**src/rtl/muldiv_pkg.sv**
```systemverilog
// muldiv_pkg: shared definitions for the multi-cycle multiply/divide sequencer.
//   - OP_* encodings of the 2-bit op field
//   - muldiv_state_t FSM state enum
//   - MULDIV_ITER iteration count (one iteration per operand bit)
//   - DIV0_LO quotient value reported for a divide by zero
package muldiv_pkg;

    localparam logic [1:0] OP_MULT  = 2'b00;
    localparam logic [1:0] OP_MULTU = 2'b01;
    localparam logic [1:0] OP_DIV   = 2'b10;
    localparam logic [1:0] OP_DIVU  = 2'b11;

    localparam int MULDIV_ITER = 32;

    localparam logic [31:0] DIV0_LO = 32'hFFFF_FFFF;

    typedef enum logic [2:0] {
        S_IDLE,
        S_PREP,
        S_RUN,
        S_FIX,
        S_DONE
    } muldiv_state_t;

endpackage

```
**src/rtl/muldiv_step.sv**
```systemverilog
// muldiv_step: one combinational radix-2 iteration.
//   acc_i    : current accumulator, 2*WIDTH+1 bits
//   opnd_i   : multiplicand (multiply) or divisor (divide), magnitude
//   is_div_i : 1 = restoring shift-subtract, 0 = shift-add
//   acc_o    : accumulator after this iteration
// Multiply layout: {carry, hi, lo}, multiplier consumed from lo[0].
// Divide layout:   {sign, rem, quo}, dividend shifted out of quo.
module muldiv_step #(
    parameter int WIDTH = 32
) (
    input  logic [2*WIDTH:0] acc_i,
    input  logic [WIDTH-1:0] opnd_i,
    input  logic             is_div_i,
    output logic [2*WIDTH:0] acc_o
);

    logic [WIDTH:0]   mul_sum;
    logic [2*WIDTH:0] div_shift;
    logic [WIDTH:0]   div_trial;

    always_comb begin
        // Top bit is always 0 between multiply iterations, so including it
        // in the add is harmless and keeps the whole accumulator in use.
        mul_sum   = acc_i[2*WIDTH:WIDTH] + (acc_i[0] ? {1'b0, opnd_i} : '0);
        div_shift = {acc_i[2*WIDTH-1:0], 1'b0};
        div_trial = div_shift[2*WIDTH:WIDTH] - {1'b0, opnd_i};
        if (is_div_i) begin
            // Non-negative trial result: remainder absorbs the divisor.
            if (!div_trial[WIDTH]) begin
                acc_o = {div_trial, div_shift[WIDTH-1:1], 1'b1};
            end else begin
                acc_o = div_shift;
            end
        end else begin
            acc_o = {1'b0, mul_sum, acc_i[WIDTH-1:1]};
        end
    end

endmodule

```
**src/rtl/muldiv_ctrl.sv**
```systemverilog
// muldiv_ctrl: multi-cycle MULT/MULTU/DIV/DIVU sequencer for the EX stage.
//   clk, rst          : clock, asynchronous active-high reset
//   start, op         : request strobe (sampled in IDLE) and operation
//   src1, src2        : rs / rt operands
//   cancel            : pipeline flush, aborts any in-flight operation
//   stallreq          : hold IF/ID/EX while the operation is in progress
//   busy              : FSM not idle
//   result_valid      : one-cycle HI/LO write enable
//   hi, lo            : last completed result (product or remainder/quotient)
module muldiv_ctrl
    import muldiv_pkg::*;
#(
    parameter int WIDTH = MULDIV_ITER
) (
    input  logic             clk,
    input  logic             rst,
    input  logic             start,
    input  logic [1:0]       op,
    input  logic [WIDTH-1:0] src1,
    input  logic [WIDTH-1:0] src2,
    input  logic             cancel,
    output logic             stallreq,
    output logic             busy,
    output logic             result_valid,
    output logic [WIDTH-1:0] hi,
    output logic [WIDTH-1:0] lo
);

    localparam int CW = $clog2(WIDTH);
    localparam int AW = 2 * WIDTH + 1;

    muldiv_state_t    state_q, state_d;
    logic [1:0]       op_q, op_d;
    logic [WIDTH-1:0] src1_q, src1_d;
    logic [WIDTH-1:0] src2_q, src2_d;
    logic [AW-1:0]    acc_q, acc_d;
    logic [WIDTH-1:0] opnd_q, opnd_d;
    logic [CW-1:0]    cnt_q, cnt_d;
    logic             neg_quo_q, neg_quo_d;
    logic             neg_rem_q, neg_rem_d;
    logic [WIDTH-1:0] hi_q, hi_d;
    logic [WIDTH-1:0] lo_q, lo_d;

    logic               is_div, is_signed;
    logic               s1, s2;
    logic [WIDTH-1:0]   mag1, mag2;
    logic [AW-1:0]      step_acc;
    logic [2*WIDTH-1:0] prod, prod_fix;
    logic [WIDTH-1:0]   quo_fix, rem_fix;

    assign is_div    = (op_q == OP_DIV) || (op_q == OP_DIVU);
    assign is_signed = (op_q == OP_MULT) || (op_q == OP_DIV);
    assign s1        = is_signed & src1_q[WIDTH-1];
    assign s2        = is_signed & src2_q[WIDTH-1];
    assign mag1      = s1 ? -src1_q : src1_q;
    assign mag2      = s2 ? -src2_q : src2_q;

    assign prod      = acc_q[2*WIDTH-1:0];
    assign prod_fix  = neg_quo_q ? -prod : prod;
    assign quo_fix   = neg_quo_q ? -acc_q[WIDTH-1:0] : acc_q[WIDTH-1:0];
    assign rem_fix   = neg_rem_q ? -acc_q[2*WIDTH-1:WIDTH] : acc_q[2*WIDTH-1:WIDTH];

    muldiv_step #(.WIDTH(WIDTH)) u_step (
        .acc_i    (acc_q),
        .opnd_i   (opnd_q),
        .is_div_i (is_div),
        .acc_o    (step_acc)
    );

    always_comb begin
        state_d      = state_q;
        op_d         = op_q;
        src1_d       = src1_q;
        src2_d       = src2_q;
        acc_d        = acc_q;
        opnd_d       = opnd_q;
        cnt_d        = cnt_q;
        neg_quo_d    = neg_quo_q;
        neg_rem_d    = neg_rem_q;
        hi_d         = hi_q;
        lo_d         = lo_q;
        stallreq     = 1'b0;
        result_valid = 1'b0;

        unique case (state_q)
            S_IDLE: begin
                // cancel in IDLE masks a same-cycle start
                if (start && !cancel) begin
                    stallreq = 1'b1;
                    op_d     = op;
                    src1_d   = src1;
                    src2_d   = src2;
                    state_d  = S_PREP;
                end
            end
            S_PREP: begin
                stallreq  = 1'b1;
                neg_quo_d = s1 ^ s2;
                neg_rem_d = s1;
                cnt_d     = CW'(WIDTH - 1);
                // Lower half is pre-loaded with the operand that gets shifted
                // out (multiplier or dividend); everything above is cleared.
                if (is_div) begin
                    acc_d  = {{(WIDTH + 1){1'b0}}, mag1};
                    opnd_d = mag2;
                end else begin
                    acc_d  = {{(WIDTH + 1){1'b0}}, mag2};
                    opnd_d = mag1;
                end
                if (is_div && (src2_q == '0)) begin
                    hi_d    = src1_q;
                    lo_d    = WIDTH'(DIV0_LO);
                    state_d = S_DONE;
                end else begin
                    state_d = S_RUN;
                end
            end
            S_RUN: begin
                stallreq = 1'b1;
                acc_d    = step_acc;
                if (cnt_q == '0) begin
                    state_d = S_FIX;
                end else begin
                    cnt_d = cnt_q - 1'b1;
                end
            end
            S_FIX: begin
                stallreq = 1'b1;
                if (is_div) begin
                    hi_d = rem_fix;
                    lo_d = quo_fix;
                end else begin
                    hi_d = prod_fix[2*WIDTH-1:WIDTH];
                    lo_d = prod_fix[WIDTH-1:0];
                end
                state_d = S_DONE;
            end
            S_DONE: begin
                result_valid = !cancel;
                state_d      = S_IDLE;
            end
            default: begin
                state_d = S_IDLE;
            end
        endcase

        // Flush: abandon the operation without touching the architectural HI/LO.
        if (cancel && (state_q != S_IDLE)) begin
            state_d = S_IDLE;
            hi_d    = hi_q;
            lo_d    = lo_q;
        end
    end

    always_ff @(posedge clk or posedge rst) begin
        if (rst) begin
            state_q   <= S_IDLE;
            op_q      <= '0;
            src1_q    <= '0;
            src2_q    <= '0;
            acc_q     <= '0;
            opnd_q    <= '0;
            cnt_q     <= '0;
            neg_quo_q <= 1'b0;
            neg_rem_q <= 1'b0;
            hi_q      <= '0;
            lo_q      <= '0;
        end else begin
            state_q   <= state_d;
            op_q      <= op_d;
            src1_q    <= src1_d;
            src2_q    <= src2_d;
            acc_q     <= acc_d;
            opnd_q    <= opnd_d;
            cnt_q     <= cnt_d;
            neg_quo_q <= neg_quo_d;
            neg_rem_q <= neg_rem_d;
            hi_q      <= hi_d;
            lo_q      <= lo_d;
        end
    end

    assign busy = (state_q != S_IDLE);
    assign hi   = hi_q;
    assign lo   = lo_q;

endmodule

```
**config.mk**
```make
export PLATFORM = sky130hd
export DESIGN_NAME = muldiv_ctrl
export DESIGN_NICKNAME = d
export VERILOG_FILES = /design/src/rtl/muldiv_pkg.sv /design/src/rtl/muldiv_step.sv /design/src/rtl/muldiv_ctrl.sv
export SDC_FILE = /design/constraint.sdc
export NUM_CORES = 1
export LEC_CHECK = 0
export CAP_MARGIN = 20
export CORE_UTILIZATION = 45
export CTS_CLUSTER_SIZE = 30
export DETAILED_ROUTE_END_ITERATION = 10
export PLACE_DENSITY = 0.63
export SYNTH_ARGS = -nofsm -noshare
export SYNTH_HDL_FRONTEND = slang
export SYNTH_HIERARCHICAL = 1
export SYNTH_SLANG_ARGS = --single-unit
```
**constraint.sdc**
```tcl
create_clock -name clk -period 25.1 [get_ports clk]
set_input_delay 5.02 -clock clk [delete_from_list [all_inputs] [get_ports clk]]
set_output_delay 5.02 -clock clk [all_outputs]
set_load 0.01 [all_outputs]
```
Yosys cells after proc, flatten, opt, wreduce, memory -nomap -nowiden
Index checks and enable logic that the tools add are counted.
- register bits after elaboration: 237
- $add $sub $neg: 8
- bitwise gates (word level): 4
- equal/unequal tests: 10
- multiplexer cells: 27
- reductions and logical operators: 18
- operators with widths (kind ; number):
    32-bit 2-to-1 mux ; 11
    65-bit 2-to-1 mux ; 2
    65-bit case mux with 2 select lines ; 1
    32-bit negator ; 4
    32-bit case mux with 2 select lines ; 2
    64-bit 2-to-1 mux ; 1
    64-bit negator ; 1
    33-bit adder ; 1
    33-bit by 32-bit subtractor with 33-bit output ; 1
    32-bit zero test ; 1
    3-bit 2-to-1 mux ; 4
    3-bit case mux with 4 select lines ; 1
    5-bit case mux with 2 select lines ; 1
    3-bit by 2-bit equality test with 1-bit output, second input constant ; 2
    3-bit inequality test, second input constant ; 2
    2-bit AND reduction ; 3
    5-bit zero test ; 1
    5-bit 2-to-1 mux ; 1
    5-bit by 1-bit subtractor with 5-bit output, second input constant ; 1
    2-bit equality test, second input constant ; 2
    2-bit inequality test, second input constant ; 2
    2-bit nonzero test ; 2
    3-bit by 1-bit equality test with 1-bit output, second input constant ; 1
    3-bit equality test, second input constant ; 1
    13 further kinds ; 18

Logic depth before layout (Yosys ltp)
- word-level depth: 6
- mapped depth: 21
- depth with buffers taken out: 19

By module
Netlist, hierarchy kept.
- modules (own cells, without submodules) (module ; cells each ; instances ; area an instance (um^2) ; seq. area each (um^2)):
    muldiv_ctrl ; 1362 ; 1 ; 13141.4 ; 5930.7
    muldiv_step ; 692 ; 1 ; 4727.0 ; 0.0

Least setup slack after synthesis
Ideal clock, no wire load.
- path type: input port to output port
- from: input port cancel
- to: output port result_valid
- slack: 14.436 ns
- data arrival time: 5.644 ns
- buffers on the path: 1
- stages on the path: 2
- cell sequence: clkbuf_1 -> nor4b_1
- longest elaborated chain between the ends: 2
- RTL lines (what ; RTL line ; text):
    start: declaration ; muldiv_ctrl.sv:21 ; input logic cancel,
    1-bit zero test ; muldiv_ctrl.sv:139 ; result_valid = !cancel;
    1-bit 2-to-1 mux ; muldiv_ctrl.sv:85 ; unique case (state_q)
    end: declaration ; muldiv_ctrl.sv:24 ; output logic result_valid,
Every way passes these cells.

Worst setup path after layout
- from: input port cancel
- to: output port stallreq
- longest elaborated chain between the ends: 4
- RTL lines (what ; RTL line ; text):
    1-bit zero test ; muldiv_ctrl.sv:88 ; if (start && !cancel) begin
    1-bit logical AND ; muldiv_ctrl.sv:88 ;
    1-bit 2-to-1 mux ; muldiv_ctrl.sv:88 ;
    1-bit case mux with 2 select lines ; muldiv_ctrl.sv:85 ;
    end: declaration ; muldiv_ctrl.sv:22 ; output logic stallreq,
Every way passes these cells.

==> impl_metrics.json <==
{
  "crit_fanout": 11,
  "dr.first_iter.drc_count": 1539,
  "drt-total-wl_mm": 63.4,
  "crit_type": "in2out",
  "dp_hpwl_mm": 47.2,
  "numCtsBuffers": 27,
  "cellLeakagePower_nw": 8.54,
  "crit_chain": "clkdlybuf4s50_1 > nand2b_1 > a21oi_1 > clkdlybuf4s50_1",
  "dp_cells": 2611,
  "globalplace.congestion": 0.962,
  "diodes": 0,
  "final.setup.tns_ns": 0,
  "io_buffers": 136,
  "sw_frac_of_total_pct": 50.1,
  "initial_core_util_pct": 45.9,
  "syn_to_final_growth_pct": 15.4,
  "num_vias": 16900,
  "clock_skew_ns": 0.0147,
  "pwr-share-clk_pct": 13.8,
  "numClockSinks": 237,
  "antenna_found_initial": 0,
  "async_flop_share_pct": 100,
  "stdcell_area_mm2": 0.0206,
  "place_ws_ns": 13.48,
  "finalCriticalPeriod_ns": 11.65,
  "syn_inst": 2054,
  "die_x_um": 201,
  "switching_power_mw": 1.68,
  "drt-vias-per-instance": 6.34,
  "cap_violations": 0,
  "finalNonFillerCells": 2660,
  "h-tree-depth": 1,
  "synth_edf_count": 0,
  "status": "completed",
  "setup_ws_ns": 13.45,
  "wl_per_cell_um": 23.8,
  "synth_ff_type": "dfrtp_1",
  "rsz0062_at_grt": "no",
  "p_per_area_mw_per_mm2": 162,
  "core_mm2": 0.0389,
  "fin_util_pct": 53.0,
  "hold_viol": 0,
  "io_pins": 137,
  "die_h_um": 201,
  "dr.pass1.iters": 8,
  "ir_drop_mv": 0.0771,
  "cts-resized-gates": 0,
  "slew_headroom_pct": 24.5,
  "tritoncts": "yes",
  "synth_cell_type_count": 91,
  "drt_drc_violations_left": 0,
  "worst_pin_slew_ns": 1.13,
  "intPower_mw": 1.67,
  "min_path_type": "reg2reg",
  "clkLatencyLatePin_ns": 0.57,
  "avgSynthCellArea_um2": 8.70,
  "grt_max_degree": 110,
  "nNetsFinal": 2265,
  "setup_viol": 0,
  "cts_buffer_depth": 3,
  "cts_setup_buffers": 0,
  "cp-start-kind": "input port",
  "holdBufCountCts": 0,
  "gr-total-overflow": 0,
  "cp.required_ns": 20.08,
  "grt.total_usage_pct": 30.9,
  "critPathMaxStageDelay_ns": 0.62,
  "syn_nets": 2197,
  "rows": 72,
  "placed_area_mm2": 0.0196,
  "p_comb_share_pct": 59.5,
  "worst_ep_arrival_time_ns": 6.63,
  "hold_slack_ns": 0.479,
  "root_buffer": "clkbuf_16",
  "yosysWarnings": 6,
  "dieArea_mm2": 0.0405,
  "slew_violations": 0,
  "ys_ff_latch": 237,
  "grt_pass1_vias": 15900,
  "synth_seq_area_share_pct": 33.2,
  "fmax_ghz": 0.0859,
  "drive_gt1_share_pct": 10.6,
  "power_mw": 3.35,
  "postRouteAntennaNets": 0,
  "seqPwrFrac_pct": 26.7,
  "cp-end-kind": "output port",
  "grt_pass1_wl_mm": 97.8,
  "cp_common_cell": "clkdlybuf4s50_1",
  "clk_pin_slew_ns": 0.06,
  "fin_crit_sh_pct": 46.4,
  "synthesis.area_mm2": 0.0179,
  "cp_slowest_cell": "clkdlybuf4s50_1"
}
-- flip-flops by register name (all words and copies together), names as in the netlist --
name and flops:
op_q 2, state_q 3, acc_q 65, cnt_q 5, src2_q 32, neg_quo_q 1, neg_rem_q 1, hi 32
src1_q 32, opnd_q 32, lo 32
-- cell families after synthesis --
family,share of synthesized area [%]
flip-flops,33.2
adder cells (fa/ha/maj),5.20
AO/OA/AOI/OAI,23.5
XOR/XNOR,7.40
AND/OR/NAND/NOR,18.4
buffers and inverters,4.12
multiplexers,8.17
-- layout make-up --
class,instances,area (µm²)
fillers,3663,18300
multi-input cells,1631,11200
repair buffers,157,1520
clock buffers,32,724
flip-flops and latches,237,5930
inverters,68,263
well taps,518,648
clock inverters,17,300
-- path summary, 6_finish.rpt --
kind,from,to,slack (ns),cells past startpoint
max,cancel,stallreq,13.45,4
min,hi[14],hi[14],0.48,2
max reg2reg,acc_q[31],acc_q[60],19.75,19
min reg2reg,hi[14],hi[14],0.48,2
max in group asynchronous,rst,acc_q[31],18.61,3
min in group asynchronous,rst,cnt_q[1],5.01,2
-- layer usage --
metal	global-route usage (%)	vias up	part of all wire, %
li1	-	7742	-
met1	42.5	8302	44
met2	49.6	724	46
met3	4.45	105	7.1
met4	11.1	0	3.6
met5	0	-	0
-- layout by cell type (no fill, tap or decap), drive strengths merged, types with 30 or more instances in the layout --
cell and instances:
ha 71, mux2i 30, xor2 71, inv 69
and2 39, nand2 171, a21o 33, nor2 182
mux2 103, clkbuf 32, a22o 32, o21ai 127
nand3 40, clkdlybuf4s50 136, a31oi 57, a22oi 31
xnor2 80, dfrtp 237, o31ai 34, nor4 38
nor3 49, a21oi 135
-- critical path: cells and delay by family --
kind | cells | cell delay [ns]
buffers and inverters | 2 | 1.18
and+or+nand+nor | 1 | 0.26
AOI/OAI and AO/OA | 1 | 0.16
-- cell usage after synthesis (all sizes together) (20+ instances only) --
cell	number	area (µm²)
o211ai	27	203
nor4	38	299
nand3	40	200
nor3	49	260
mux2	103	1160
nor2	182	691
a31oi	57	372
and2	39	244
ha	71	888
o21ai	127	639
nand4	26	169
a21oi	135	698
buf	21	116
xor2	71	622
a22oi	31	233
o31ai	34	279
inv	67	251
dfrtp	237	5930
nand2b	20	125
nand2	171	649
a21o	33	248
mux2i	30	300
clkbuf	97	364
xnor2	80	701
a22o	32	280
a211oi	24	200
-- power groups by stage --
stage	registers, mW	logic (mW)	clock network [mW]
2_1_floorplan	0.752	1.41	0
4_1_cts	0.880	1.96	0.468
6_report	0.893	1.99	0.461
3_3_place_gp	0.880	1.93	0
3_5_place_dp	0.886	1.95	0
5_1_grt	0.912	2.16	0.482
(Power assumes the default switching activity.)
